===== config.mk =====
export PLATFORM = sky130hd
export DESIGN_NAME = pc_sequencer_flat
export DESIGN_NICKNAME = d
export VERILOG_FILES = /design/src/rtl/pc_sequencer_if.sv /design/src/rtl/pc_sequencer.sv /design/src/flat_wrapper.sv
export SDC_FILE = /design/constraint.sdc
export NUM_CORES = 1
export LEC_CHECK = 0
export CAP_MARGIN = 5
export CORE_AREA = 4 4 61 86
export DETAILED_ROUTE_END_ITERATION = 12
export DIE_AREA = 0 0 65 90
export PLACE_DENSITY = 0.77
export SETUP_SLACK_MARGIN = 0.1
export SYNTH_ARGS = -nofsm -noshare
export SYNTH_HDL_FRONTEND = slang
export SYNTH_SLANG_ARGS = --single-unit

===== constraint.sdc =====
create_clock -name clk -period 1.95 [get_ports clk]
set_clock_uncertainty 0.2 [all_clocks]
set_input_delay 0.39 -clock clk [delete_from_list [all_inputs] [get_ports clk]]
set_output_delay 0.39 -clock clk [all_outputs]
set_load 0.05 [all_outputs]

===== src/rtl/pc_sequencer_if.sv =====
// pc_sequencer_if: instruction-fetch handshake, control inputs and PC status between the sequencer and its neighbours.
interface pc_sequencer_if #(
  parameter int Index_width = 9,
  parameter int Count_width = 16
);
  logic                   stall;
  logic                   branch_taken;
  logic [Index_width-1:0] branch_target;
  logic                   jump;
  logic [Index_width-1:0] jump_target;
  logic                   halt;
  logic                   resume;
  logic                   imem_req;
  logic [Index_width-1:0] imem_addr;
  logic                   imem_ready;
  logic [Index_width-1:0] pc;
  logic [Index_width-1:0] pc_plus4;
  logic                   trap;
  logic [Count_width-1:0] retire_count;
  logic [1:0]             state;
  modport master (
    input  stall, branch_taken, branch_target, jump, jump_target, halt, resume, imem_ready,
    output imem_req, imem_addr, pc, pc_plus4, trap, retire_count, state
  );
  modport slave (
    output stall, branch_taken, branch_target, jump, jump_target, halt, resume, imem_ready,
    input  imem_req, imem_addr, pc, pc_plus4, trap, retire_count, state
  );
endinterface


===== src/rtl/pc_sequencer.sv =====
// pc_sequencer: owns the PC, runs the FETCH/EXEC handshake and picks the next PC on each commit.
module pc_sequencer #(
  parameter int                     Index_width  = 9,
  parameter logic [Index_width-1:0] Reset_vector = '0,
  parameter logic [Index_width-1:0] Trap_vector  = 'h1F0,
  parameter int                     Count_width  = 16
) (
  input logic              clk,
  input logic              reset_n,
  pc_sequencer_if.master   bus
);
  localparam logic [1:0] S_IDLE   = 2'd0;
  localparam logic [1:0] S_FETCH  = 2'd1;
  localparam logic [1:0] S_EXEC   = 2'd2;
  localparam logic [1:0] S_HALTED = 2'd3;
  logic [1:0]             r_state;
  logic [Index_width-1:0] r_pc;
  logic                   r_trap;
  logic [Count_width-1:0] r_count;
  logic [Index_width-1:0] w_pc_plus4;
  logic [Index_width-1:0] w_cand;
  logic                   w_misaligned;
  assign w_pc_plus4   = r_pc + Index_width'(4);
  assign w_cand       = bus.jump ? bus.jump_target : bus.branch_taken ? bus.branch_target : w_pc_plus4;
  assign w_misaligned = |w_cand[1:0];
  always_ff @(posedge clk or negedge reset_n) begin
    if (!reset_n) begin
      r_state <= S_IDLE;
      r_pc    <= Reset_vector;
      r_trap  <= 1'b0;
      r_count <= '0;
    end else begin
      case (r_state)
        S_IDLE:  r_state <= S_FETCH;
        S_FETCH: r_state <= bus.imem_ready ? S_EXEC : S_FETCH;
        S_EXEC: if (!bus.stall) begin
          r_count <= r_count + Count_width'(1);
          if (bus.halt) begin
            r_pc    <= w_pc_plus4;
            r_state <= S_HALTED;
          end else begin
            r_pc    <= w_misaligned ? Trap_vector : w_cand;
            r_trap  <= r_trap | w_misaligned;
            r_state <= S_FETCH;
          end
        end
        default: r_state <= bus.resume ? S_FETCH : S_HALTED;
      endcase
    end
  end
  // imem_req decodes the async-reset state register, so it drops the moment reset asserts
  assign bus.imem_req     = (r_state == S_FETCH);
  assign bus.imem_addr    = r_pc;
  assign bus.pc           = r_pc;
  assign bus.pc_plus4     = w_pc_plus4;
  assign bus.trap         = r_trap;
  assign bus.retire_count = r_count;
  assign bus.state        = r_state;
endmodule


===== src/flat_wrapper.sv =====
// flat-port wrapper written by rule: the top's interface ports become plain ports
module pc_sequencer_flat 
#(
  parameter int                     Index_width  = 9,
  parameter logic [Index_width-1:0] Reset_vector = '0,
  parameter logic [Index_width-1:0] Trap_vector  = 'h1F0,
  parameter int                     Count_width  = 16
)
  (clk, reset_n, bus_stall, bus_branch_taken, bus_branch_target, bus_jump, bus_jump_target, bus_halt, bus_resume, bus_imem_ready, bus_imem_req, bus_imem_addr, bus_pc, bus_pc_plus4, bus_trap, bus_retire_count, bus_state);
  pc_sequencer_if #(.Index_width(Index_width), .Count_width(Count_width)) bus_i ();
  input logic clk;
  input logic reset_n;
  input wire logic [$bits(bus_i.stall)-1:0] bus_stall;
  input wire logic [$bits(bus_i.branch_taken)-1:0] bus_branch_taken;
  input wire logic [$bits(bus_i.branch_target)-1:0] bus_branch_target;
  input wire logic [$bits(bus_i.jump)-1:0] bus_jump;
  input wire logic [$bits(bus_i.jump_target)-1:0] bus_jump_target;
  input wire logic [$bits(bus_i.halt)-1:0] bus_halt;
  input wire logic [$bits(bus_i.resume)-1:0] bus_resume;
  input wire logic [$bits(bus_i.imem_ready)-1:0] bus_imem_ready;
  output wire logic [$bits(bus_i.imem_req)-1:0] bus_imem_req;
  output wire logic [$bits(bus_i.imem_addr)-1:0] bus_imem_addr;
  output wire logic [$bits(bus_i.pc)-1:0] bus_pc;
  output wire logic [$bits(bus_i.pc_plus4)-1:0] bus_pc_plus4;
  output wire logic [$bits(bus_i.trap)-1:0] bus_trap;
  output wire logic [$bits(bus_i.retire_count)-1:0] bus_retire_count;
  output wire logic [$bits(bus_i.state)-1:0] bus_state;
  assign bus_i.stall = bus_stall;
  assign bus_i.branch_taken = bus_branch_taken;
  assign bus_i.branch_target = bus_branch_target;
  assign bus_i.jump = bus_jump;
  assign bus_i.jump_target = bus_jump_target;
  assign bus_i.halt = bus_halt;
  assign bus_i.resume = bus_resume;
  assign bus_i.imem_ready = bus_imem_ready;
  assign bus_imem_req = bus_i.imem_req;
  assign bus_imem_addr = bus_i.imem_addr;
  assign bus_pc = bus_i.pc;
  assign bus_pc_plus4 = bus_i.pc_plus4;
  assign bus_trap = bus_i.trap;
  assign bus_retire_count = bus_i.retire_count;
  assign bus_state = bus_i.state;
  pc_sequencer #(.Index_width(Index_width), .Reset_vector(Reset_vector), .Trap_vector(Trap_vector), .Count_width(Count_width)) u_core (.clk(clk), .reset_n(reset_n), .bus(bus_i));
endmodule

; ---- Word-level counts from Yosys, hierarchy flattened
; Cells that the tools add are included.
; W data, S select, Z words.
[op_classes]
n_addsub = 2
eq_ne = 3
n_mux = 9
bitwise_logic = 3
n_reduce_logical = 4
[ops]
columns = op, n
row1 = $mux W9, 4
row2 = $add A16 B1 Y16 const B, 1
row3 = $add A9 B3 Y9 const B, 1
row4 = $mux W2, 4
row5 = $pmux W2 S3, 1
row6 = $reduce_and A3 Y1, 1
row7 = $eq A2 B1 Y1 const B, 1
row8 = $eq A2 B2 Y1 const B, 1
row9 = $logic_not A2 Y1, 1
row10 = $ne A2 B2 Y1 const B, 1
row11 = $not A1 Y1, 2
row12 = $reduce_and A2 Y1, 1
row13 = $reduce_or A2 Y1, 1
row14 = $or A1 B1 Y1, 1
[word_totals]
ff_bits = 28
in_bits = 26
output_inout_bits = 47
elab_cells = 25

; ---- Longest topological paths before layout
[depth]
ltp_word = 6
depth_mapped = 5
ltp_nobuf = 5

; ---- Worst setup path after synthesis
; Ideal clock, no wire load.
[synth_path]
path_kind = register to output
start = register u_core.r_pc[2], in the netlist u_core.bus.imem_addr[2]
end = output bus_pc_plus4[8]
t_arrival_ps = 2290
t_required_ps = 1360
path_slack_ps = -930
path_stages_with_launch = 5
n_path_buf = 0
path_cell_list = dfrtp_1 ha_1 nand3_1 or2_2 xnor2_1
[synth_between]
elab_chain_cells = 1
[synth_rtl]
columns = element, line_no
row1 = start: declaration, pc_sequencer.sv:17  ; logic [Index_width-1:0] r_pc;
row2 = start signal: assignment, pc_sequencer.sv:29  ; r_pc <= Reset_vector;
row3 = start signal: assignment, pc_sequencer.sv:39  ; r_pc <= w_pc_plus4;
row4 = start signal: assignment, pc_sequencer.sv:42  ; r_pc <= w_misaligned ? Trap_vector : w_cand;
row5 = $add A9 B3 Y9, pc_sequencer.sv:23  ; assign w_pc_plus4 = r_pc + Index_width'(4);
row6 = end: declaration, flat_wrapper.sv:24  ; output wire logic [$bits(bus_i.pc_plus4)-1:0] bus_pc_plus4;
; Every way passes these cells.

; ---- Worst setup path in the final report
; Same ends and word-level chain as after synthesis.

==> results by group <==
Outcome
  • Status: finished, violations left
  • Failing checks: negative setup slack

Clock network
  • Clock tree from TritonCTS: done
  • CTS buffer count: 3
  • Reg clk slew, reported paths: 100 ps
  • Clock latency on the worst-skew pair: 270 ps
  • Clk buf depth: 2
  • Root buffer cell: clkbuf_8
  • H-tree Lvls: 1
  • TritonCTS sink count: 28
  • # hold bufs at CTS: 0

Layout
  • Layout cell share with drive strength beyond 1: 48.2%
  • Most common cell after layout, fill and taps aside: buf_4
  • Util after Layout: 71.3%
  • Synth-to-Final Area Change: 92.4%
  • Most frequent cells in the layout: buf_4 (64), buf_12 (26), clkdlybuf4s50_1 (18)
  • N_diodes: 0
  • Nets: 307

Worst setup path
  • Worst setup SP type: flip-flop
  • FF-to-FF Start: u_core.bus.imem_addr[4]
  • Setup crit end kind: output port
  • Reg-to-reg slack, setup: 50 ps
  • FF-to-FF path depth: 5
  • Highest net fanout along the worst path: 4
  • Critical path class: flip-flop to output port
  • Reg-to-Reg End: u_core.bus.imem_addr[7]
  • Arr. time, crit path: 1500 ps
  • Req. time, crit path: 1360 ps

Floorplan
  • Die X: 65 um
  • Die Span Y: 90 um
  • Die area: 0.00585 sq mm
  • Core Area: 0.00446 sq mm
  • I/O Pins: 73
  • Starting Density: 37.1%
  • Row count: 29

Logic synthesis
  • Sequential cell area fraction in the yosys report: 42.4%
  • Post-synthesis simple-gate area fraction: 24.4%
  • Unique masters post-synth: 43
  • Post-synth top flop: dfrtp_1
  • Syn_nets: 199
  • Adder-Cell Fraction of Synth Area: 1.51%
  • Area contributors post-synth: dfrtp_1 (42%), xnor2_1 (7.9%), buf_4 (5.0%), nand2_1 (3.9%), xor2_1 (2.6%)
  • Synth top area share: 42.4%
  • Synth Area per Inst: 9.67 sq um
  • Synthesized area: 0.00165 sq mm
  • Largest family of logic cells by synthesized area: simple AND/OR/NAND/NOR gates
  • Syn Inst Count: 171
  • Ys async rst share: 100%
  • YS warnings: 0
  • Top cell type by total area after synthesis: dfrtp_1
  • Compound-Gate Fraction of Synth Area: 12.0%
  • XOR/XNOR Fraction of Synth Area: 10.6%
  • EDFF count, synth: 0
  • Yosys reg bits: 28
  • Mux share of post-synthesis cell area: 1.21%

Worst hold path
  • HP Class: flip-flop to flip-flop
  • Hold-critical path endpoint: u_core.bus.retire_count[15]
  • Hold Path Cell Cnt: 1
  • Hold Startpoint: u_core.bus.retire_count[15]

Global route
  • Vias in the first global route: 1865
  • First-pass GRT wire length: 8.93 mm
  • Total GRT Usage: 18.6%
  • Gr ovfl total: 0
  • Largest net degree at the start of global routing: 29
  • Initial antenna violation count: 0

Pwr
  • Leak: 1.47 nW
  • Sw Share: 45.9%
  • PD cells: 1340 mW/mm^2
  • Clk network pwr share: 8.6%
  • Logic pwr share: 71.0%
  • Flop pwr share: 20.4%
  • P_sw: 1.96 mW
  • Tot Pwr: 4.27 mW
  • Peak VDD IR: 0.708 mV
  • Internal power: 2.31 mW

Route
  • DRC Markers: 0
  • Post-route ant nets: 0
  • TritonRoute pass-1 iters: 4
  • Wire per inst: 15.4 um
  • Initial drt markers: 90
  • Post-DR vias/cell: 5.05
  • Via count: 1717
  • Drt total wl: 5.23 mm

Place
  • Pre-CTS WS: -396 ps
  • IO Port Bufs: 72
  • Final Wtd Congestion: 0.847
  • HPWL Detailed: 3.87 mm

STA
  • Fin crit period: 2090 ps
  • Relative slew slack: 73.3%
  • Final cycle utilization of the critical path: 107%
  • Slew @ Worst Pin: 400 ps
  • Slew Viols, Final: 0
  • Final Hold Fails: 0
  • RSZ-0062 raised after global routing: yes
  • Fin worst setup slack: -143 ps
  • F_max: 478 MHz
  • Setup violations, final: 5

Job
  • # Max-Cap Violations: 0
## state kept, by name, indices dropped and copies added, names as in the netlist
name,count
u_core.bus.retire_count,16
u_core.bus.imem_addr,9
u_core.bus.state,2
u_core.bus.trap,1
## layout make-up
| type | instances | area, sq um |
|---|---|---|
| clock buffers | 4 | 55.1 |
| fillers | 319 | 1280 |
| inverters | 6 | 22.5 |
| multi-input cells | 122 | 1020 |
| flip-flops and latches | 28 | 718 |
| well taps | 62 | 77.6 |
| repair buffers | 118 | 1280 |
## routing by layer
layer	track usage (%)	vias up	wire [um]	part of all wire, %
met2	31.7	76	2710	52
met4	5.47	0	108	2.1
met3	3.37	10	370	7.1
met5	0	-	0	0
li1	-	816	-	-
met1	23.6	815	2030	39
## per-stage QoR
stage	hold slack (ps)	area, sq um	instances	setup TNS (ps)
2_1_floorplan	-106	1780	171	-512
3_3_place_gp	243	2910	321	-4150
3_5_place_dp	250	2910	321	-4540
4_1_cts	278	3130	339	-518
5_1_grt	301	3180	340	-869
6_report	269	3180	340	-502
## power groups by stage
stage / clock network [mW] / registers [mW] / logic [mW]
4_1_cts: 0.374 / 0.867 / 2.98
3_5_place_dp: 0 / 0.898 / 2.78
2_1_floorplan: 0 / 1.29 / 1.12
5_1_grt: 0.409 / 0.888 / 3.17
6_report: 0.367 / 0.871 / 3.03
3_3_place_gp: 0 / 0.893 / 2.75
## cell families after synthesis
| logic type | after synthesis |
|---|---|
| AOI/OAI and AO/OA | 30 |
| xor gates and xnor gates | 20 |
| adders and majority gates | 2 |
| buffers and inverters | 21 |
| DFF | 28 |
| muxes | 2 |
| and+or+nand+nor | 68 |
## worst max-delay path, cell delays in order (launching register included)
cell	delay, ps
dfrtp_2	430
ha_4	160
nand3_4	60
or2_4	270
xnor2_4	160
buf_12	150
## repair_timing
item                       in CTS  in global routing
setup endpoints to repair      19                 16
buffers inserted               14                  1
resized for setup              16                  9
pin swaps                      10                  3
## worst max path at each step
stage / from / endpoint / slack (ps) / cells after the start
detailed placement: bus_jump / u_core.bus.imem_addr[3] / -400 / 6
CTS: u_core.bus.imem_addr[2] / bus_pc_plus4[8] / -170 / 5
global route: u_core.bus.imem_addr[2] / bus_pc_plus4[8] / -210 / 5
finish: u_core.bus.imem_addr[2] / bus_pc_plus4[8] / -140 / 5
floorplan: u_core.bus.imem_addr[2] / bus_pc_plus4[8] / -150 / 4
global placement: bus_jump / u_core.bus.imem_addr[3] / -380 / 6
## Yosys cell counts, types with 2 or more instances
cell type  count
or2_2          2
nand4_1        6
nand2_1       17
o2111ai_1      2
or3b_2         4
ha_1           2
o22ai_1        2
buf_2          3
and3_1         2
o32a_1         2
nor2_1         8
a22o_1         2
mux2i_1        2
nand3_1        7
nor2b_1        3
a21oi_1        7
xor2_1         5
nor3b_1        2
or4_1          2
xnor2_1       15
and4_1         2
buf_4         11
o221ai_1       2
inv_1          6
o21ai_0        7
a31oi_1        2
dfrtp_1       28
nor3_1         3
Power figures use the tool's default switching activity.
